--- src/rtl/apb_downsizer_pkg.sv ---
// Shared types and helpers for the APB downsizing bridge.
package apb_downsizer_pkg;

  typedef enum logic [1:0] {
    IDLE   = 2'd0,
    SETUP  = 2'd1,
    ACCESS = 2'd2,
    DONE   = 2'd3
  } state_t;

  // Width of the beat index; a single-beat bridge still needs one bit.
  function automatic int clog2_ratio(input int ratio);
    return (ratio <= 2) ? 1 : $clog2(ratio);
  endfunction

  // LSB of big-endian lane k in a vector of total_w bits split into lane_w lanes.
  // Lane 0 is the most-significant slice.
  function automatic int lane_lsb(input int total_w, input int lane_w, input int k);
    return total_w - (k + 1) * lane_w;
  endfunction

endpackage

--- src/rtl/apb_strb_scan.sv ---
// Combinational search for the next beat whose strobe slice is nonzero.
module apb_strb_scan
  import apb_downsizer_pkg::*;
#(
  parameter int RATIO  = 4,
  parameter int LANE_W = 1,
  parameter int IDX_W  = 2
) (
  input  logic [RATIO*LANE_W-1:0] strb,
  input  logic [IDX_W-1:0]        idx,
  input  logic                    include_cur,
  output logic [IDX_W-1:0]        next_idx,
  output logic                    valid
);

  localparam int STRB_W = RATIO * LANE_W;

  // Walk from the top lane down so the lowest qualifying index wins.
  always_comb begin
    next_idx = '0;
    valid    = 1'b0;
    for (int k = RATIO - 1; k >= 0; k--) begin
      if (((k > int'(idx)) || (include_cur && (k == int'(idx)))) &&
          (|strb[lane_lsb(STRB_W, LANE_W, k) +: LANE_W])) begin
        next_idx = IDX_W'(k);
        valid    = 1'b1;
      end
    end
  end

endmodule

--- src/rtl/apb_downsizer.sv ---
// Wide-to-narrow APB bridge: each master transfer becomes a run of slave beats.
module apb_downsizer
  import apb_downsizer_pkg::*;
#(
  parameter int ADDR_WIDTH  = 13,
  parameter int DATAM_WIDTH = 32,
  parameter int DATAS_WIDTH = 8
) (
  input  logic                     PCLK,
  input  logic                     PRESET,
  input  logic                     m_psel,
  input  logic                     m_penable,
  input  logic                     m_pwrite,
  input  logic [ADDR_WIDTH-1:0]    m_paddr,
  input  logic [DATAM_WIDTH-1:0]   m_pwdata,
  input  logic [DATAM_WIDTH/8-1:0] m_pstrb,
  output logic [DATAM_WIDTH-1:0]   m_prdata,
  output logic                     m_pready,
  output logic                     m_pslverr,
  output logic                     s_psel,
  output logic                     s_penable,
  output logic                     s_pwrite,
  output logic [ADDR_WIDTH-1:0]    s_paddr,
  output logic [DATAS_WIDTH-1:0]   s_pwdata,
  output logic [DATAS_WIDTH/8-1:0] s_pstrb,
  input  logic [DATAS_WIDTH-1:0]   s_prdata,
  input  logic                     s_pready,
  input  logic                     s_pslverr
);

  localparam int RATIO      = DATAM_WIDTH / DATAS_WIDTH;
  localparam int IDX_W      = clog2_ratio(RATIO);
  localparam int STRBM_W    = DATAM_WIDTH / 8;
  localparam int STRBS_W    = DATAS_WIDTH / 8;
  localparam int ALIGN_BITS = $clog2(STRBM_W);
  localparam logic [ADDR_WIDTH-1:0] ALIGN_MASK = {ADDR_WIDTH{1'b1}} << ALIGN_BITS;

  state_t state_q, state_d;

  logic [IDX_W-1:0]       idx_q;
  logic [ADDR_WIDTH-1:0]  base_q;
  logic [DATAM_WIDTH-1:0] wdata_q;
  logic [STRBM_W-1:0]     strb_q;
  logic                   write_q;
  logic [DATAM_WIDTH-1:0] rbuf_q;
  logic                   err_q;

  logic                   start;
  logic                   beat_done;
  logic                   load_beat;

  logic [STRBM_W-1:0]     scan_strb;
  logic [IDX_W-1:0]       scan_idx;
  logic                   scan_incl;
  logic [IDX_W-1:0]       scan_next;
  logic                   scan_valid;

  logic [ADDR_WIDTH-1:0]  load_base;
  logic [DATAM_WIDTH-1:0] load_wdata;
  logic [STRBM_W-1:0]     load_strb;
  logic                   load_write;

  logic [ADDR_WIDTH-1:0]  beat_addr;
  logic [DATAS_WIDTH-1:0] beat_wdata;
  logic [STRBS_W-1:0]     beat_strb;

  assign start     = (state_q == IDLE) && m_psel && !m_penable;
  assign beat_done = (state_q == ACCESS) && s_pready;

  // In IDLE the scan looks at the live master strobes from beat 0; afterwards it
  // looks strictly above the current beat. Reads scan an all-ones mask so no beat is skipped.
  always_comb begin
    scan_strb = '1;
    scan_idx  = idx_q;
    scan_incl = 1'b0;
    if (state_q == IDLE) begin
      scan_idx  = '0;
      scan_incl = 1'b1;
      if (m_pwrite) scan_strb = m_pstrb;
    end else if (write_q) begin
      scan_strb = strb_q;
    end
  end

  apb_strb_scan #(
    .RATIO  (RATIO),
    .LANE_W (STRBS_W),
    .IDX_W  (IDX_W)
  ) u_scan (
    .strb        (scan_strb),
    .idx         (scan_idx),
    .include_cur (scan_incl),
    .next_idx    (scan_next),
    .valid       (scan_valid)
  );

  // The first beat is loaded straight from the master bus; later beats from the captured copy.
  always_comb begin
    load_base  = base_q;
    load_wdata = wdata_q;
    load_strb  = strb_q;
    load_write = write_q;
    if (state_q == IDLE) begin
      load_base  = m_paddr & ALIGN_MASK;
      load_wdata = m_pwdata;
      load_strb  = m_pstrb;
      load_write = m_pwrite;
    end
  end

  // Select address, data and strobe slice for the beat chosen by the scanner.
  always_comb begin
    beat_addr  = '0;
    beat_wdata = '0;
    beat_strb  = '0;
    for (int k = 0; k < RATIO; k++) begin
      if (scan_next == IDX_W'(k)) begin
        beat_addr  = load_base + ADDR_WIDTH'(k * STRBS_W);
        beat_wdata = load_wdata[lane_lsb(DATAM_WIDTH, DATAS_WIDTH, k) +: DATAS_WIDTH];
        beat_strb  = load_write ? load_strb[lane_lsb(STRBM_W, STRBS_W, k) +: STRBS_W] : '0;
      end
    end
  end

  // Next-state logic; load_beat marks every transition into SETUP.
  always_comb begin
    state_d   = state_q;
    load_beat = 1'b0;
    case (state_q)
      IDLE: begin
        if (start) begin
          if (scan_valid) begin
            state_d   = SETUP;
            load_beat = 1'b1;
          end else begin
            state_d = DONE;
          end
        end
      end
      SETUP:  state_d = ACCESS;
      ACCESS: begin
        if (s_pready) begin
          if (scan_valid) begin
            state_d   = SETUP;
            load_beat = 1'b1;
          end else begin
            state_d = DONE;
          end
        end
      end
      DONE:    state_d = IDLE;
      default: state_d = IDLE;
    endcase
  end

  // State register; reset abandons any slave transfer in flight.
  always_ff @(posedge PCLK or posedge PRESET) begin
    if (PRESET) state_q <= IDLE;
    else        state_q <= state_d;
  end

  // Capture the master request once, at the setup phase seen in IDLE.
  always_ff @(posedge PCLK or posedge PRESET) begin
    if (PRESET) begin
      base_q   <= '0;
      wdata_q  <= '0;
      strb_q   <= '0;
      write_q  <= 1'b0;
      s_pwrite <= 1'b0;
    end else if (start) begin
      base_q   <= load_base;
      wdata_q  <= m_pwdata;
      strb_q   <= m_pstrb;
      write_q  <= m_pwrite;
      s_pwrite <= m_pwrite;
    end
  end

  // Beat registers hold steady from SETUP until the ACCESS cycle that completes the beat.
  always_ff @(posedge PCLK or posedge PRESET) begin
    if (PRESET) begin
      idx_q    <= '0;
      s_paddr  <= '0;
      s_pwdata <= '0;
      s_pstrb  <= '0;
    end else if (load_beat) begin
      idx_q    <= scan_next;
      s_paddr  <= beat_addr;
      s_pwdata <= beat_wdata;
      s_pstrb  <= beat_strb;
    end
  end

  // Reassemble read data into its big-endian slice and accumulate slave errors.
  always_ff @(posedge PCLK or posedge PRESET) begin
    if (PRESET) begin
      rbuf_q <= '0;
      err_q  <= 1'b0;
    end else if (start) begin
      rbuf_q <= '0;
      err_q  <= 1'b0;
    end else if (beat_done) begin
      err_q <= err_q | s_pslverr;
      for (int k = 0; k < RATIO; k++) begin
        if (!write_q && (idx_q == IDX_W'(k))) begin
          rbuf_q[lane_lsb(DATAM_WIDTH, DATAS_WIDTH, k) +: DATAS_WIDTH] <= s_prdata;
        end
      end
    end
  end

  assign s_psel    = (state_q == SETUP) || (state_q == ACCESS);
  assign s_penable = (state_q == ACCESS);
  assign m_pready  = (state_q == DONE);
  assign m_pslverr = (state_q == DONE) && err_q;
  assign m_prdata  = rbuf_q;

endmodule

--- config.mk ---
export PLATFORM = sky130hd
export DESIGN_NAME = apb_downsizer
export DESIGN_NICKNAME = d
export VERILOG_FILES = /design/src/rtl/apb_downsizer_pkg.sv /design/src/rtl/apb_strb_scan.sv /design/src/rtl/apb_downsizer.sv
export SDC_FILE = /design/constraint.sdc
export NUM_CORES = 1
export LEC_CHECK = 0
export ABC_AREA = 1
export BUFFER_PORTS_ARGS = -buffer_cell sky130_fd_sc_hd__buf_2
export CAP_MARGIN = 20
export CORE_ASPECT_RATIO = 1.5
export CORE_UTILIZATION = 55
export CTS_BUF_LIST = sky130_fd_sc_hd__clkbuf_16
export CTS_CLUSTER_DIAMETER = 120
export CTS_CLUSTER_SIZE = 8
export DETAILED_ROUTE_END_ITERATION = 12
export GPL_TIMING_DRIVEN = 0
export MAX_ROUTING_LAYER = met4
export PLACE_DENSITY = 0.8
export SLEW_MARGIN = 20
export SYNTH_ARGS = -nofsm -noshare
export SYNTH_HDL_FRONTEND = slang
export SYNTH_SLANG_ARGS = --single-unit
--- constraint.sdc ---
create_clock -name PCLK -period 4.2 [get_ports PCLK]
set_input_delay 0.21 -clock PCLK [delete_from_list [all_inputs] [get_ports PCLK]]
set_output_delay 0.21 -clock PCLK [all_outputs]
set_load 0.005 [all_outputs]
==> impl_metrics.xml, run 1 <==
<?xml version="1.0" encoding="UTF-8"?>
<metrics>
  <group name="pwr">
    <metric name="intPower" unit="µW">3190</metric>
    <metric name="clock_power_share" unit="">0.142</metric>
    <metric name="power_switching_share" unit="">0.459</metric>
    <metric name="powerDensity" unit="nW/µm²">783</metric>
    <metric name="worst_ir_drop_vdd" unit="µV">424</metric>
    <metric name="net-switching-power" unit="µW">2710</metric>
    <metric name="pwr-share-seq" unit="">0.301</metric>
    <metric name="power.combinational.fraction" unit="">0.557</metric>
    <metric name="total_leakage_power" unit="µW">0.00399</metric>
  </group>
  <group name="yosys">
    <metric name="synth_area_leader_cell" unit="">sky130_fd_sc_hd__dfrtp_1</metric>
    <metric name="synth_area_leaders" unit="">sky130_fd_sc_hd__dfrtp_1 42%, sky130_fd_sc_hd__nand2_1 14%, sky130_fd_sc_hd__o21ai_0 7.0%</metric>
    <metric name="seq_total_area_yosys" unit="">0.422</metric>
    <metric name="post-synth-top-area-fraction" unit="">0.422</metric>
    <metric name="ys_ff_latch" unit="">108</metric>
    <metric name="synth_cell_types" unit="">38</metric>
    <metric name="yosys_warnings" unit="">0</metric>
    <metric name="synthesis.instances" unit="">796</metric>
    <metric name="synthesis.area_per_instance" unit="µm²">8.05</metric>
    <metric name="syn_area" unit="µm²">6410</metric>
    <metric name="synth.net_count" unit="">868</metric>
  </group>
  <group name="sta">
    <metric name="setup_viol" unit="">0</metric>
    <metric name="setup_repair_after_global_routing_missed_its_margin" unit="">no</metric>
    <metric name="hold_viol" unit="">0</metric>
    <metric name="timing.fmax" unit="MHz">315</metric>
    <metric name="worst_slew_margin_rel" unit="">0.530</metric>
    <metric name="skew" unit="ns">0.00586</metric>
    <metric name="finalCritPeriodShare" unit="">0.755</metric>
    <metric name="timing_max_transition_violations_final" unit="">0</metric>
    <metric name="timing_worst_slew_pin_value" unit="ns">0.702</metric>
    <metric name="final.setup.worst_slack" unit="ns">1.03</metric>
    <metric name="crit_path_time_final" unit="ns">3.17</metric>
  </group>
  <group name="routing">
    <metric name="drc_errors" unit="">0</metric>
    <metric name="drt-vias-per-instance" unit="">5.28</metric>
    <metric name="detailedRoute.firstPassIterationCount" unit="">5</metric>
    <metric name="route.antenna.remaining_nets" unit="">0</metric>
    <metric name="num_vias" unit="">5707</metric>
    <metric name="initialDrtViolationCount" unit="">318</metric>
    <metric name="totalWireLength" unit="mm">16.2</metric>
    <metric name="post_drt_wl_per_cell" unit="µm">15.0</metric>
  </group>
  <group name="floorplan">
    <metric name="design.core.area" unit="µm²">11200</metric>
    <metric name="die_area" unit="µm²">12100</metric>
    <metric name="dieHeight" unit="µm">134</metric>
    <metric name="floorplan.initialDensity" unit="">0.573</metric>
    <metric name="die_w" unit="µm">90.1</metric>
    <metric name="top_level_ports" unit="">123</metric>
    <metric name="num_rows" unit="">47</metric>
  </group>
  <group name="cts">
    <metric name="cts_tree" unit="">yes</metric>
    <metric name="cts_buffers" unit="">9</metric>
    <metric name="cts_resized" unit="">0</metric>
    <metric name="clock_tree.buffer_depth" unit="">2</metric>
    <metric name="cts.root.buffer_cell" unit="">sky130_fd_sc_hd__clkbuf_16</metric>
    <metric name="worstSkewPairLatency" unit="ns">0.36</metric>
    <metric name="cts_setup_buffers" unit="">0</metric>
    <metric name="hold_buffers" unit="">1</metric>
    <metric name="cts.clk_slew.worst_paths" unit="ns">0.08</metric>
    <metric name="cts_sinks" unit="">108</metric>
    <metric name="deepest_level_of_the_cts_h_tree" unit="">3</metric>
  </group>
  <group name="place">
    <metric name="io_buffer_count" unit="">120</metric>
    <metric name="gpl.final_weighted_congestion" unit="">0.939</metric>
    <metric name="dp_slack" unit="ns">1.11</metric>
    <metric name="hpwl" unit="mm">12.1</metric>
  </group>
  <group name="global_routing">
    <metric name="globalRoute.totalOverflow" unit="">0</metric>
    <metric name="grt_pass1_vias" unit="">5591</metric>
    <metric name="first_pass_grt_wire_length" unit="mm">26.4</metric>
    <metric name="grt_max_degree" unit="">60</metric>
    <metric name="groute.usage.overall" unit="">0.289</metric>
    <metric name="initial_antenna_violation_count" unit="">0</metric>
  </group>
  <group name="finish">
    <metric name="area_growth" unit="%">17.5</metric>
    <metric name="final_util" unit="">0.674</metric>
    <metric name="antenna_cells" unit="">0</metric>
    <metric name="layout.cells.most_common" unit="">sky130_fd_sc_hd__nand2_1</metric>
    <metric name="nFillCells" unit="">936</metric>
    <metric name="layout_common_cells" unit="">237 x sky130_fd_sc_hd__nand2_1, 129 x sky130_fd_sc_hd__buf_2, 108 x sky130_fd_sc_hd__dfrtp_1, 90 x sky130_fd_sc_hd__o21ai_0, 79 x sky130_fd_sc_hd__inv_1</metric>
    <metric name="final_net_count" unit="">1001</metric>
    <metric name="share_of_final_layout_standard_cells_stronger_than_drive_strength_1" unit="">0.270</metric>
  </group>
  <group name="flow_run">
    <metric name="max_cap_viol_count" unit="">0</metric>
  </group>
  <group name="setup_path">
    <metric name="worstReg2RegStart" unit="">state_q[0]</metric>
    <metric name="critPathMaxStageDelay" unit="ns">0.42</metric>
    <metric name="slowest_stage" unit="">sky130_fd_sc_hd__dfrtp_1</metric>
    <metric name="rr_worst_depth" unit="">17</metric>
    <metric name="maximum_fanout_encountered_on_the_critical_timing_path" unit="">10</metric>
    <metric name="setup.worst_path.class" unit="">flip-flop to flip-flop</metric>
    <metric name="critical_path.startpoint_type" unit="">flip-flop</metric>
    <metric name="worst_ep_required_time" unit="ns">4.50</metric>
    <metric name="cp_cell_sequence" unit="">inv_1 -&gt; ha_1 -&gt; inv_2 -&gt; buf_6 -&gt; buf_6 -&gt; nand2_1 -&gt; inv_1 -&gt; ha_1 -&gt; inv_1 -&gt; nor2_1 -&gt; inv_1 -&gt; nor2_1 -&gt; xor2_1 -&gt; nand2_1 -&gt; nand4_1 -&gt; nand2_1 -&gt; nand2_1</metric>
    <metric name="rrSetupSlack" unit="ns">1.03</metric>
    <metric name="worstSetupEndpointType" unit="">flip-flop</metric>
    <metric name="arrival" unit="ns">3.47</metric>
    <metric name="reg2reg_to" unit="">s_paddr[5]</metric>
  </group>
  <group name="min_path">
    <metric name="min-delay-start" unit="">s_pslverr</metric>
    <metric name="timing.hold.worst_path_depth" unit="">3</metric>
    <metric name="hold_path_end" unit="">err_q</metric>
    <metric name="worst_hold_path_type" unit="">input port to flip-flop</metric>
  </group>
  <group name="status">
    <metric name="outcome" unit="">finished clean</metric>
  </group>
</metrics>
-- power by group through the flow --
stage               clock network (µW)  registers (µW)  logic (µW)
floorplan                            0            1770        2330
global placement                     0            1770        3190
detailed placement                   0            1790        3260
CTS                                847            1780        3280
global route                       895            1830        3650
finish                             839            1770        3280
-- state kept, by name (all words and copies together), names as in the netlist --
name / cells
m_prdata: 32
base_q: 13
s_pwdata: 8
state_q: 2
strb_q: 3
s_pstrb: 1
err_q: 1
s_paddr: 13
write_q: 1
wdata_q: 32
idx_q: 2
-- final cells by class --
cell class,count,area (µm²),area share
buffer,34,214,0.0284
sequential,108,2700,0.359
timing repair buffer,122,638,0.0848
tap,147,184,0.0244
inverter,85,324,0.0431
multi-input combinational,569,3170,0.421
clock inverter,7,67.6,0.00898
clock buffer,9,225,0.0299
-- Yosys cell counts --
| cell type | n |
|---|---|
| sky130_fd_sc_hd__a22oi_2 | 1 |
| sky130_fd_sc_hd__inv_1 | 80 |
| sky130_fd_sc_hd__a31oi_1 | 2 |
| sky130_fd_sc_hd__clkbuf_1 | 10 |
| sky130_fd_sc_hd__o21ai_2 | 3 |
| sky130_fd_sc_hd__o21ai_0 | 90 |
| sky130_fd_sc_hd__nand3_1 | 50 |
| sky130_fd_sc_hd__nand3_4 | 1 |
| sky130_fd_sc_hd__a21oi_1 | 3 |
| sky130_fd_sc_hd__a22o_1 | 1 |
| sky130_fd_sc_hd__inv_2 | 5 |
| sky130_fd_sc_hd__buf_6 | 8 |
| sky130_fd_sc_hd__nand2_4 | 11 |
| sky130_fd_sc_hd__nand3b_1 | 5 |
| sky130_fd_sc_hd__nand2_2 | 17 |
| sky130_fd_sc_hd__a21oi_2 | 1 |
| sky130_fd_sc_hd__o21ai_1 | 10 |
| sky130_fd_sc_hd__xor2_1 | 10 |
| sky130_fd_sc_hd__ha_1 | 8 |
| sky130_fd_sc_hd__buf_1 | 5 |
| sky130_fd_sc_hd__o22ai_1 | 1 |
| sky130_fd_sc_hd__nand3_2 | 3 |
| sky130_fd_sc_hd__nand4_1 | 12 |
| sky130_fd_sc_hd__buf_8 | 1 |
| sky130_fd_sc_hd__nor2_4 | 6 |
| sky130_fd_sc_hd__o21bai_1 | 2 |
| sky130_fd_sc_hd__buf_2 | 9 |
| sky130_fd_sc_hd__nor2_8 | 6 |
| sky130_fd_sc_hd__buf_4 | 1 |
| sky130_fd_sc_hd__dfrtp_1 | 108 |
| sky130_fd_sc_hd__nor2_1 | 47 |
| sky130_fd_sc_hd__nor2_2 | 4 |
| sky130_fd_sc_hd__o21ai_4 | 2 |
| sky130_fd_sc_hd__o41ai_4 | 2 |
| sky130_fd_sc_hd__nand2_1 | 237 |
| sky130_fd_sc_hd__or2_2 | 1 |
| sky130_fd_sc_hd__nor3_1 | 1 |
| sky130_fd_sc_hd__mux2_2 | 32 |
-- worst max path at each step --
| stage | startpoint | end |
|---|---|---|
| final | state_q[0] | s_paddr[5] |
| after global routing | state_q[0] | s_paddr[5] |
| after CTS | state_q[0] | s_paddr[5] |
| after detailed placement | state_q[0] | s_paddr[5] |
| after global placement | PRESET | err_q |
| after floorplan | PRESET | base_q[0] |
-- worst max-delay path, delay by kind of cell (launching register included) --
family	cells	cell delay, ns
adder cells (fa/ha/maj)	2	0.58
XOR/XNOR	1	0.16
AND/OR/NAND/NOR	7	1.07
flip-flops	1	0.42
buffers and inverters	7	0.87
-- cell families after synthesis --
group                    Yosys count  share of synthesized area
AO/OA/AOI/OAI                    118                      0.108
XOR/XNOR                          10                     0.0137
adder cells (fa/ha/maj)            8                     0.0156
buffers and inverters            119                     0.0832
flip-flops                       108                      0.422
multiplexers                      32                     0.0562
AND/OR/NAND/NOR                  401                      0.301
-- per-stage QoR --
step | power, µW | instance area (µm²) | TNS, ns | hold slack, ns | cells
5_1_grt | 6370 | 7530 | 0 | 0.121 | 1081
6_report | 5900 | 7530 | 0 | 0.114 | 1081
3_3_place_gp | 4960 | 7190 | -9.81 | 0.456 | 1063
4_1_cts | 5900 | 7530 | 0 | 0.112 | 1081
3_5_place_dp | 5050 | 7220 | 0 | 0.267 | 1064
2_1_floorplan | 4100 | 6410 | 0 | 0.367 | 796
-- routing by layer --
metal,wire length (µm),GRT usage,up-vias
met2,8470,0.496,198
met1,6150,0.316,2651
li1,-,-,2808
met5,0,-,-
met3,799,0.0431,50
met4,753,0.174,0
Power figures use the tool's default switching activity.
==> run 2, diff against run 1 <==
--- a/config.mk
+++ b/config.mk
@@ -5,7 +5,7 @@
 export SDC_FILE = /design/constraint.sdc
 export NUM_CORES = 1
 export LEC_CHECK = 0
-export ABC_AREA = 1
+export ABC_AREA = 0
 export BUFFER_PORTS_ARGS = -buffer_cell sky130_fd_sc_hd__buf_2
 export CAP_MARGIN = 20
 export CORE_ASPECT_RATIO = 1.5
@@ -16,7 +16,7 @@
 export DETAILED_ROUTE_END_ITERATION = 12
 export GPL_TIMING_DRIVEN = 0
 export MAX_ROUTING_LAYER = met4
-export PLACE_DENSITY = 0.8
+export PLACE_DENSITY = 0.81
 export SLEW_MARGIN = 20
 export SYNTH_ARGS = -nofsm -noshare
 export SYNTH_HDL_FRONTEND = slang
==> constraint.sdc (replaced) <==
create_clock -name PCLK -period 3.1 [get_ports PCLK]
set_input_delay 0.155 -clock PCLK [delete_from_list [all_inputs] [get_ports PCLK]]
set_output_delay 0.155 -clock PCLK [all_outputs]
set_load 0.005 [all_outputs]
==> impl_metrics.xml, run 2 <==
<?xml version="1.0" encoding="UTF-8"?>
<metrics>
  <group name="setup_path">
    <metric name="maximum_fanout_encountered_on_the_critical_timing_path" unit="">10</metric>
    <metric name="setup.worst_path.class" unit="">flip-flop to flip-flop</metric>
    <metric name="arrival" unit="ns">3.17</metric>
    <metric name="critical_path.startpoint_type" unit="">flip-flop</metric>
    <metric name="worst_ep_required_time" unit="ns">3.35</metric>
    <metric name="worstSetupEndpointType" unit="">flip-flop</metric>
  </group>
  <group name="yosys">
    <metric name="synth_area_leader_cell" unit="">sky130_fd_sc_hd__dfrtp_1</metric>
    <metric name="number_of_flops_mapped_to_enable_cells_by_yosys" unit="">0</metric>
    <metric name="synth-compound-area-share" unit="">0.147</metric>
    <metric name="syn_area" unit="µm²">5800</metric>
    <metric name="postSynth.asyncResetShare" unit="">1.00</metric>
    <metric name="synthMuxAreaShare" unit="">0.102</metric>
    <metric name="synthMostInstantiatedCell" unit="">sky130_fd_sc_hd__nand2_1</metric>
    <metric name="synth.net_count" unit="">710</metric>
    <metric name="seq_total_area_yosys" unit="">0.466</metric>
    <metric name="ys_ff_latch" unit="">108</metric>
    <metric name="synthesis.area_per_instance" unit="µm²">9.10</metric>
    <metric name="xor_and_xnor_area_share_after_synthesis" unit="">0.0106</metric>
    <metric name="synthesis.instances" unit="">638</metric>
    <metric name="synth_cell_types" unit="">68</metric>
    <metric name="yosys_warnings" unit="">0</metric>
    <metric name="synth-adder-area-share" unit="">0.0172</metric>
    <metric name="synth-simple-area-share" unit="">0.226</metric>
    <metric name="yosys-top-cells-count" unit="">185 x sky130_fd_sc_hd__nand2_1, 108 x sky130_fd_sc_hd__dfrtp_1, 43 x sky130_fd_sc_hd__nor2_1, 38 x sky130_fd_sc_hd__mux2i_1, 38 x sky130_fd_sc_hd__o21ai_0</metric>
    <metric name="synth_area_leaders" unit="">sky130_fd_sc_hd__dfrtp_1 47%, sky130_fd_sc_hd__nand2_1 12%, sky130_fd_sc_hd__mux2i_1 6.6%</metric>
    <metric name="synth_flop_cell" unit="">sky130_fd_sc_hd__dfrtp_1</metric>
    <metric name="combinational_family_with_the_most_area_after_synthesis" unit="">simple AND/OR/NAND/NOR gates</metric>
    <metric name="post-synth-top-area-fraction" unit="">0.466</metric>
  </group>
  <group name="sta">
    <metric name="setup_viol" unit="">0</metric>
    <metric name="skew" unit="ns">0.00906</metric>
    <metric name="timing_max_transition_violations_final" unit="">0</metric>
    <metric name="setup_repair_after_global_routing_missed_its_margin" unit="">no</metric>
    <metric name="crit_path_time_final" unit="ns">2.93</metric>
    <metric name="whs" unit="ns">0.00886</metric>
    <metric name="timing.fmax" unit="MHz">342</metric>
    <metric name="timing_worst_slew_pin_value" unit="ns">1.14</metric>
    <metric name="finalCritPeriodShare" unit="">0.944</metric>
    <metric name="worst_slew_margin_rel" unit="">0.233</metric>
    <metric name="hold_viol" unit="">0</metric>
  </group>
  <group name="finish">
    <metric name="layout.cells.most_common" unit="">sky130_fd_sc_hd__nand2_1</metric>
    <metric name="final_net_count" unit="">845</metric>
    <metric name="antenna_cells" unit="">0</metric>
    <metric name="area_growth" unit="%">20.4</metric>
    <metric name="layout_common_cells" unit="">185 x sky130_fd_sc_hd__nand2_1, 129 x sky130_fd_sc_hd__buf_2, 108 x sky130_fd_sc_hd__dfrtp_1, 43 x sky130_fd_sc_hd__nor2_1, 38 x sky130_fd_sc_hd__o21ai_0</metric>
    <metric name="share_of_final_layout_standard_cells_stronger_than_drive_strength_1" unit="">0.228</metric>
  </group>
  <group name="global_routing">
    <metric name="groute.usage.overall" unit="">0.339</metric>
    <metric name="grt_max_degree" unit="">74</metric>
    <metric name="grt_pass1_vias" unit="">5386</metric>
    <metric name="globalRoute.totalOverflow" unit="">0</metric>
    <metric name="initial_antenna_violation_count" unit="">0</metric>
    <metric name="first_pass_grt_wire_length" unit="mm">27.4</metric>
  </group>
  <group name="pwr">
    <metric name="report.power.total" unit="µW">7060</metric>
    <metric name="total_leakage_power" unit="µW">0.00340</metric>
    <metric name="worst_ir_drop_vdd" unit="µV">587</metric>
    <metric name="powerDensity" unit="nW/µm²">1010</metric>
  </group>
  <group name="floorplan">
    <metric name="die_area" unit="µm²">11000</metric>
    <metric name="num_rows" unit="">45</metric>
    <metric name="top_level_ports" unit="">123</metric>
    <metric name="floorplan.initialDensity" unit="">0.569</metric>
    <metric name="dieHeight" unit="µm">128</metric>
    <metric name="design.core.area" unit="µm²">10200</metric>
    <metric name="die_w" unit="µm">85.9</metric>
  </group>
  <group name="cts">
    <metric name="deepest_level_of_the_cts_h_tree" unit="">3</metric>
    <metric name="cts_sinks" unit="">108</metric>
    <metric name="cts_buffers" unit="">9</metric>
    <metric name="cts_tree" unit="">yes</metric>
    <metric name="cts.root.buffer_cell" unit="">sky130_fd_sc_hd__clkbuf_16</metric>
    <metric name="worstSkewPairLatency" unit="ns">0.35</metric>
    <metric name="cts.clk_slew.worst_paths" unit="ns">0.08</metric>
    <metric name="clock_tree.buffer_depth" unit="">2</metric>
  </group>
  <group name="routing">
    <metric name="route.antenna.remaining_nets" unit="">0</metric>
    <metric name="initialDrtViolationCount" unit="">425</metric>
    <metric name="detailedRoute.firstPassIterationCount" unit="">5</metric>
    <metric name="post_drt_wl_per_cell" unit="µm">18.6</metric>
    <metric name="num_vias" unit="">5412</metric>
    <metric name="drc_errors" unit="">0</metric>
    <metric name="totalWireLength" unit="mm">17.1</metric>
    <metric name="drt-vias-per-instance" unit="">5.89</metric>
  </group>
  <group name="flow_run">
    <metric name="max_cap_viol_count" unit="">0</metric>
  </group>
  <group name="min_path">
    <metric name="worst_hold_path_type" unit="">input port to flip-flop</metric>
  </group>
  <group name="place">
    <metric name="hpwl" unit="mm">12.9</metric>
    <metric name="io_buffer_count" unit="">120</metric>
    <metric name="gpl.final_weighted_congestion" unit="">0.937</metric>
  </group>
  <group name="status">
    <metric name="outcome" unit="">finished clean</metric>
  </group>
</metrics>
==> run 2: worst paths after layout <==
path | from | end | slack [ns] | depth (start not counted)
worst max-delay path | state_q[0] | s_paddr[9] | 0.17 | 11
worst min-delay path | m_pwdata[29] | wdata_q[29] | 0.009 | 3
worst max register to register | state_q[0] | s_paddr[9] | 0.17 | 11
worst min register to register | wdata_q[30] | wdata_q[30] | 0.47 | 2
max in group asynchronous | PRESET | m_prdata[4] | 2.09 | 4
min in group asynchronous | PRESET | err_q | 0.35 | 3
==> run 2: power breakdown <==
part / switching (µW) / internal (µW) / total [µW]
logic: 2060 / 1390 / 3440
registers: 381 / 2020 / 2410
clock network: 569 / 648 / 1220
total: 3000 / 4060 / 7060
==> run 2: logic make-up (layout without fill, tap and decap cells) <==
group	after synthesis	count (layout)
buffers and inverters	41	181
AND/OR/NAND/NOR	298	298
flip-flops	108	108
XOR/XNOR	7	7
multiplexers	51	51
AO/OA/AOI/OAI	125	125
adder cells (fa/ha/maj)	8	8
==> run 2: critical path, cell delays in order (launching register included) <==
cell                       delay, ns
sky130_fd_sc_hd__dfrtp_1        0.42
sky130_fd_sc_hd__inv_1          0.15
sky130_fd_sc_hd__ha_1           0.26
sky130_fd_sc_hd__buf_6          0.17
sky130_fd_sc_hd__and2b_1        0.17
sky130_fd_sc_hd__nand3b_1       0.18
sky130_fd_sc_hd__o22ai_1        0.54
sky130_fd_sc_hd__a21o_1         0.22
sky130_fd_sc_hd__buf_2          0.24
sky130_fd_sc_hd__buf_2          0.30
sky130_fd_sc_hd__nand2_1        0.10
sky130_fd_sc_hd__o31ai_1        0.08
==> run 2: metrics by stage <==
step | utilization | setup TNS (ns) | instances | cell area, µm² | setup WS (ns)
2_1_floorplan | - | 0 | 638 | 5800 | 0.0994
3_3_place_gp | 0.646 | -110.09 | 899 | 6580 | -1.03
3_5_place_dp | 0.649 | -0.333 | 900 | 6610 | -0.179
4_1_cts | 0.684 | 0 | 919 | 6970 | 0.0509
5_1_grt | 0.686 | 0 | 919 | 6990 | 0.0163
6_report | 0.686 | 0 | 919 | 6990 | 0.174
==> run 2: layer usage <==
metal  vias to the layer above  track usage  routed length [µm]  share of wire
li1                       2513            -                   -              -
met5                         -            -                   0              0
met3                        43       0.0657                 962          0.056
met1                      2651        0.382                6530           0.38
met4                         0        0.151                 631          0.037
met2                       205        0.580                9010           0.53
==> run 2: what timing repair did <==
item,in CTS,in global routing
setup buffers,0,0
endpoints found under the hold margin,37,0
gates resized for setup,2,5
hold buffers,3,0
cloned,0,0
setup endpoints to repair,3,11
==> run 2: final cells by class <==
type                    instances  area [µm²]
fillers                       809        3200
multi-input cells             489        2940
flip-flops and latches        108        2700
repair buffers                124         658
clock buffers                   9         225
well taps                     141         176
plain buffers                  31         151
clock inverters                 7        92.6
inverters                      10        42.5
==> run 3, diff against run 2 <==
--- a/config.mk
+++ b/config.mk
@@ -5,7 +5,7 @@
 export SDC_FILE = /design/constraint.sdc
 export NUM_CORES = 1
 export LEC_CHECK = 0
-export ABC_AREA = 0
+export ABC_AREA = 1
 export BUFFER_PORTS_ARGS = -buffer_cell sky130_fd_sc_hd__buf_2
 export CAP_MARGIN = 20
 export CORE_ASPECT_RATIO = 1.5
@@ -16,7 +16,7 @@
 export DETAILED_ROUTE_END_ITERATION = 12
 export GPL_TIMING_DRIVEN = 0
 export MAX_ROUTING_LAYER = met4
-export PLACE_DENSITY = 0.81
+export PLACE_DENSITY = 0.8
 export SLEW_MARGIN = 20
 export SYNTH_ARGS = -nofsm -noshare
 export SYNTH_HDL_FRONTEND = slang
==> impl_metrics.xml, run 3 (synthesized netlist as in run 1, its figures left out) <==
<?xml version="1.0" encoding="UTF-8"?>
<metrics>
  <group name="status">
    <metric name="outcome" unit="">finished clean</metric>
  </group>
  <group name="sta">
    <metric name="whs" unit="ns">0.0601</metric>
    <metric name="setup-tns-final" unit="ns">0</metric>
    <metric name="setup_repair_after_global_routing_missed_its_margin" unit="">yes</metric>
    <metric name="timing.fmax" unit="MHz">342</metric>
    <metric name="finalCritPeriodShare" unit="">0.944</metric>
    <metric name="timing_max_transition_violations_final" unit="">0</metric>
    <metric name="hold_viol" unit="">0</metric>
    <metric name="worst_slew_margin_rel" unit="">0.530</metric>
    <metric name="timing_worst_slew_pin_value" unit="ns">0.702</metric>
    <metric name="setup_viol" unit="">0</metric>
    <metric name="crit_path_time_final" unit="ns">2.93</metric>
    <metric name="skew" unit="ns">0.00711</metric>
  </group>
  <group name="min_path">
    <metric name="worst_hold_path_type" unit="">input port to flip-flop</metric>
    <metric name="min-delay-start" unit="">s_pslverr</metric>
    <metric name="timing.hold.worst_path_depth" unit="">3</metric>
    <metric name="hold_path_end" unit="">err_q</metric>
  </group>
  <group name="setup_path">
    <metric name="setup.worst_path.class" unit="">flip-flop to flip-flop</metric>
    <metric name="rrSetupSlack" unit="ns">0.17</metric>
    <metric name="rr_worst_depth" unit="">17</metric>
    <metric name="reg2reg_to" unit="">s_paddr[5]</metric>
    <metric name="worstSetupEndpointType" unit="">flip-flop</metric>
    <metric name="critical_path.startpoint_type" unit="">flip-flop</metric>
    <metric name="arrival" unit="ns">3.23</metric>
    <metric name="worst_ep_required_time" unit="ns">3.40</metric>
    <metric name="maximum_fanout_encountered_on_the_critical_timing_path" unit="">10</metric>
    <metric name="worstReg2RegStart" unit="">state_q[0]</metric>
  </group>
  <group name="finish">
    <metric name="layout_common_cells" unit="">237 x sky130_fd_sc_hd__nand2_1, 129 x sky130_fd_sc_hd__buf_2, 108 x sky130_fd_sc_hd__dfrtp_1, 90 x sky130_fd_sc_hd__o21ai_0, 78 x sky130_fd_sc_hd__inv_1</metric>
    <metric name="area_growth" unit="%">17.6</metric>
    <metric name="final_net_count" unit="">1001</metric>
    <metric name="antenna_cells" unit="">0</metric>
    <metric name="share_of_final_layout_standard_cells_stronger_than_drive_strength_1" unit="">0.273</metric>
    <metric name="layout.cells.most_common" unit="">sky130_fd_sc_hd__nand2_1</metric>
    <metric name="stdcell_count" unit="">1081</metric>
  </group>
  <group name="cts">
    <metric name="cts.root.buffer_cell" unit="">sky130_fd_sc_hd__clkbuf_16</metric>
    <metric name="cts_sinks" unit="">108</metric>
    <metric name="clock_tree.buffer_depth" unit="">2</metric>
    <metric name="cts_tree" unit="">yes</metric>
    <metric name="cts.clk_slew.worst_paths" unit="ns">0.08</metric>
    <metric name="cts_setup_buffers" unit="">0</metric>
    <metric name="cts_buffers" unit="">9</metric>
    <metric name="deepest_level_of_the_cts_h_tree" unit="">3</metric>
    <metric name="worstSkewPairLatency" unit="ns">0.35</metric>
  </group>
  <group name="global_routing">
    <metric name="initial_antenna_violation_count" unit="">0</metric>
    <metric name="grt_pass1_vias" unit="">5604</metric>
    <metric name="groute.usage.overall" unit="">0.289</metric>
    <metric name="first_pass_grt_wire_length" unit="mm">26.4</metric>
    <metric name="grt_max_degree" unit="">60</metric>
    <metric name="globalRoute.totalOverflow" unit="">0</metric>
  </group>
  <group name="floorplan">
    <metric name="die_area" unit="µm²">12100</metric>
    <metric name="design.core.area" unit="µm²">11200</metric>
    <metric name="floorplan.initialDensity" unit="">0.573</metric>
    <metric name="die_w" unit="µm">90.1</metric>
    <metric name="top_level_ports" unit="">123</metric>
    <metric name="dieHeight" unit="µm">134</metric>
    <metric name="num_rows" unit="">47</metric>
  </group>
  <group name="routing">
    <metric name="drt-vias-per-instance" unit="">5.30</metric>
    <metric name="detailedRoute.firstPassIterationCount" unit="">5</metric>
    <metric name="num_vias" unit="">5730</metric>
    <metric name="route.antenna.remaining_nets" unit="">0</metric>
    <metric name="totalWireLength" unit="mm">16.2</metric>
    <metric name="initialDrtViolationCount" unit="">315</metric>
    <metric name="drc_errors" unit="">0</metric>
    <metric name="post_drt_wl_per_cell" unit="µm">15.0</metric>
  </group>
  <group name="place">
    <metric name="gpl.final_weighted_congestion" unit="">0.939</metric>
    <metric name="io_buffer_count" unit="">120</metric>
    <metric name="placed_cells" unit="">1064</metric>
    <metric name="hpwl" unit="mm">12.1</metric>
  </group>
  <group name="pwr">
    <metric name="total_leakage_power" unit="µW">0.00399</metric>
    <metric name="worst_ir_drop_vdd" unit="µV">574</metric>
    <metric name="powerDensity" unit="nW/µm²">1060</metric>
  </group>
  <group name="flow_run">
    <metric name="max_cap_viol_count" unit="">0</metric>
  </group>
</metrics>
[run 3: cell types whose count changed in the layout (fill, tap and decap cells not counted), moves of 17 or more]
cell | before | now
sky130_fd_sc_hd__nand3_1 | 18 | 50
sky130_fd_sc_hd__nand2_1 | 185 | 237
sky130_fd_sc_hd__mux2i_1 | 37 | 0
sky130_fd_sc_hd__nand2_2 | 0 | 17
sky130_fd_sc_hd__mux2_2 | 6 | 32
sky130_fd_sc_hd__o21ai_0 | 38 | 90
sky130_fd_sc_hd__inv_1 | 9 | 78
[run 3: final cells by class]
class,instances,area (µm²)
repair buffers,122,638
plain buffers,34,214
clock buffers,9,225
multi-input cells,569,3180
inverters,85,324
flip-flops and latches,108,2700
fillers,937,3640
well taps,147,184
clock inverters,7,67.6
[run 3: worst max-delay path by stage]
stage	startpoint	endpoint	depth (start not counted)
after CTS	state_q[0]	s_paddr[5]	17
after floorplan	PRESET	base_q[0]	1
after global placement	PRESET	err_q	2
after global routing	state_q[0]	s_paddr[5]	17
final	state_q[0]	s_paddr[5]	17
after detailed placement	state_q[0]	s_paddr[5]	17
[run 3: report_power, final]
part           switching, µW  internal [µW]
Combinational           2760           1690
Sequential               346           2060
Clock                    574            567
Total                   3680           4320
[run 3: worst max-delay path: stages (launching register included)]
cell                      delay, ns
sky130_fd_sc_hd__dfrtp_1       0.42
sky130_fd_sc_hd__inv_1         0.10
sky130_fd_sc_hd__ha_1          0.24
sky130_fd_sc_hd__inv_2         0.07
sky130_fd_sc_hd__buf_6         0.13
sky130_fd_sc_hd__buf_6         0.17
sky130_fd_sc_hd__nand2_1       0.21
sky130_fd_sc_hd__inv_2         0.16
sky130_fd_sc_hd__ha_2          0.27
sky130_fd_sc_hd__inv_1         0.10
sky130_fd_sc_hd__nor2_2        0.29
sky130_fd_sc_hd__inv_1         0.08
sky130_fd_sc_hd__nor2_1        0.14
sky130_fd_sc_hd__xor2_1        0.16
sky130_fd_sc_hd__nand2_1       0.07
sky130_fd_sc_hd__nand4_1       0.07
sky130_fd_sc_hd__nand2_1       0.11
sky130_fd_sc_hd__nand2_1       0.08
[run 3: routing by layer]
metal,GRT usage,wire [µm],vias up
met3,0.0431,888,57
met4,0.185,879,0
met1,0.315,6110,2640
li1,-,-,2811
met2,0.494,8370,222
met5,-,0,-
[run 3: timing repair]
item / CTS / global route
hold endpoints to repair: 49 / 0
setup endpoints to repair: 1 / 5
hold buffers: 1 / 0
resized for setup: 1 / 2
[run 3: per-stage QoR]
step                 util  worst slack (ns)  power [µW]  cell area, µm²
floorplan               -            0.0994        5560            6410
global placement    0.644             -1.14        6720            7190
global route        0.674           -0.0190        8640            7530
detailed placement  0.647            0.0101        6840            7220
finish              0.674             0.173        8000            7530
CTS                 0.674            0.0747        8000            7530
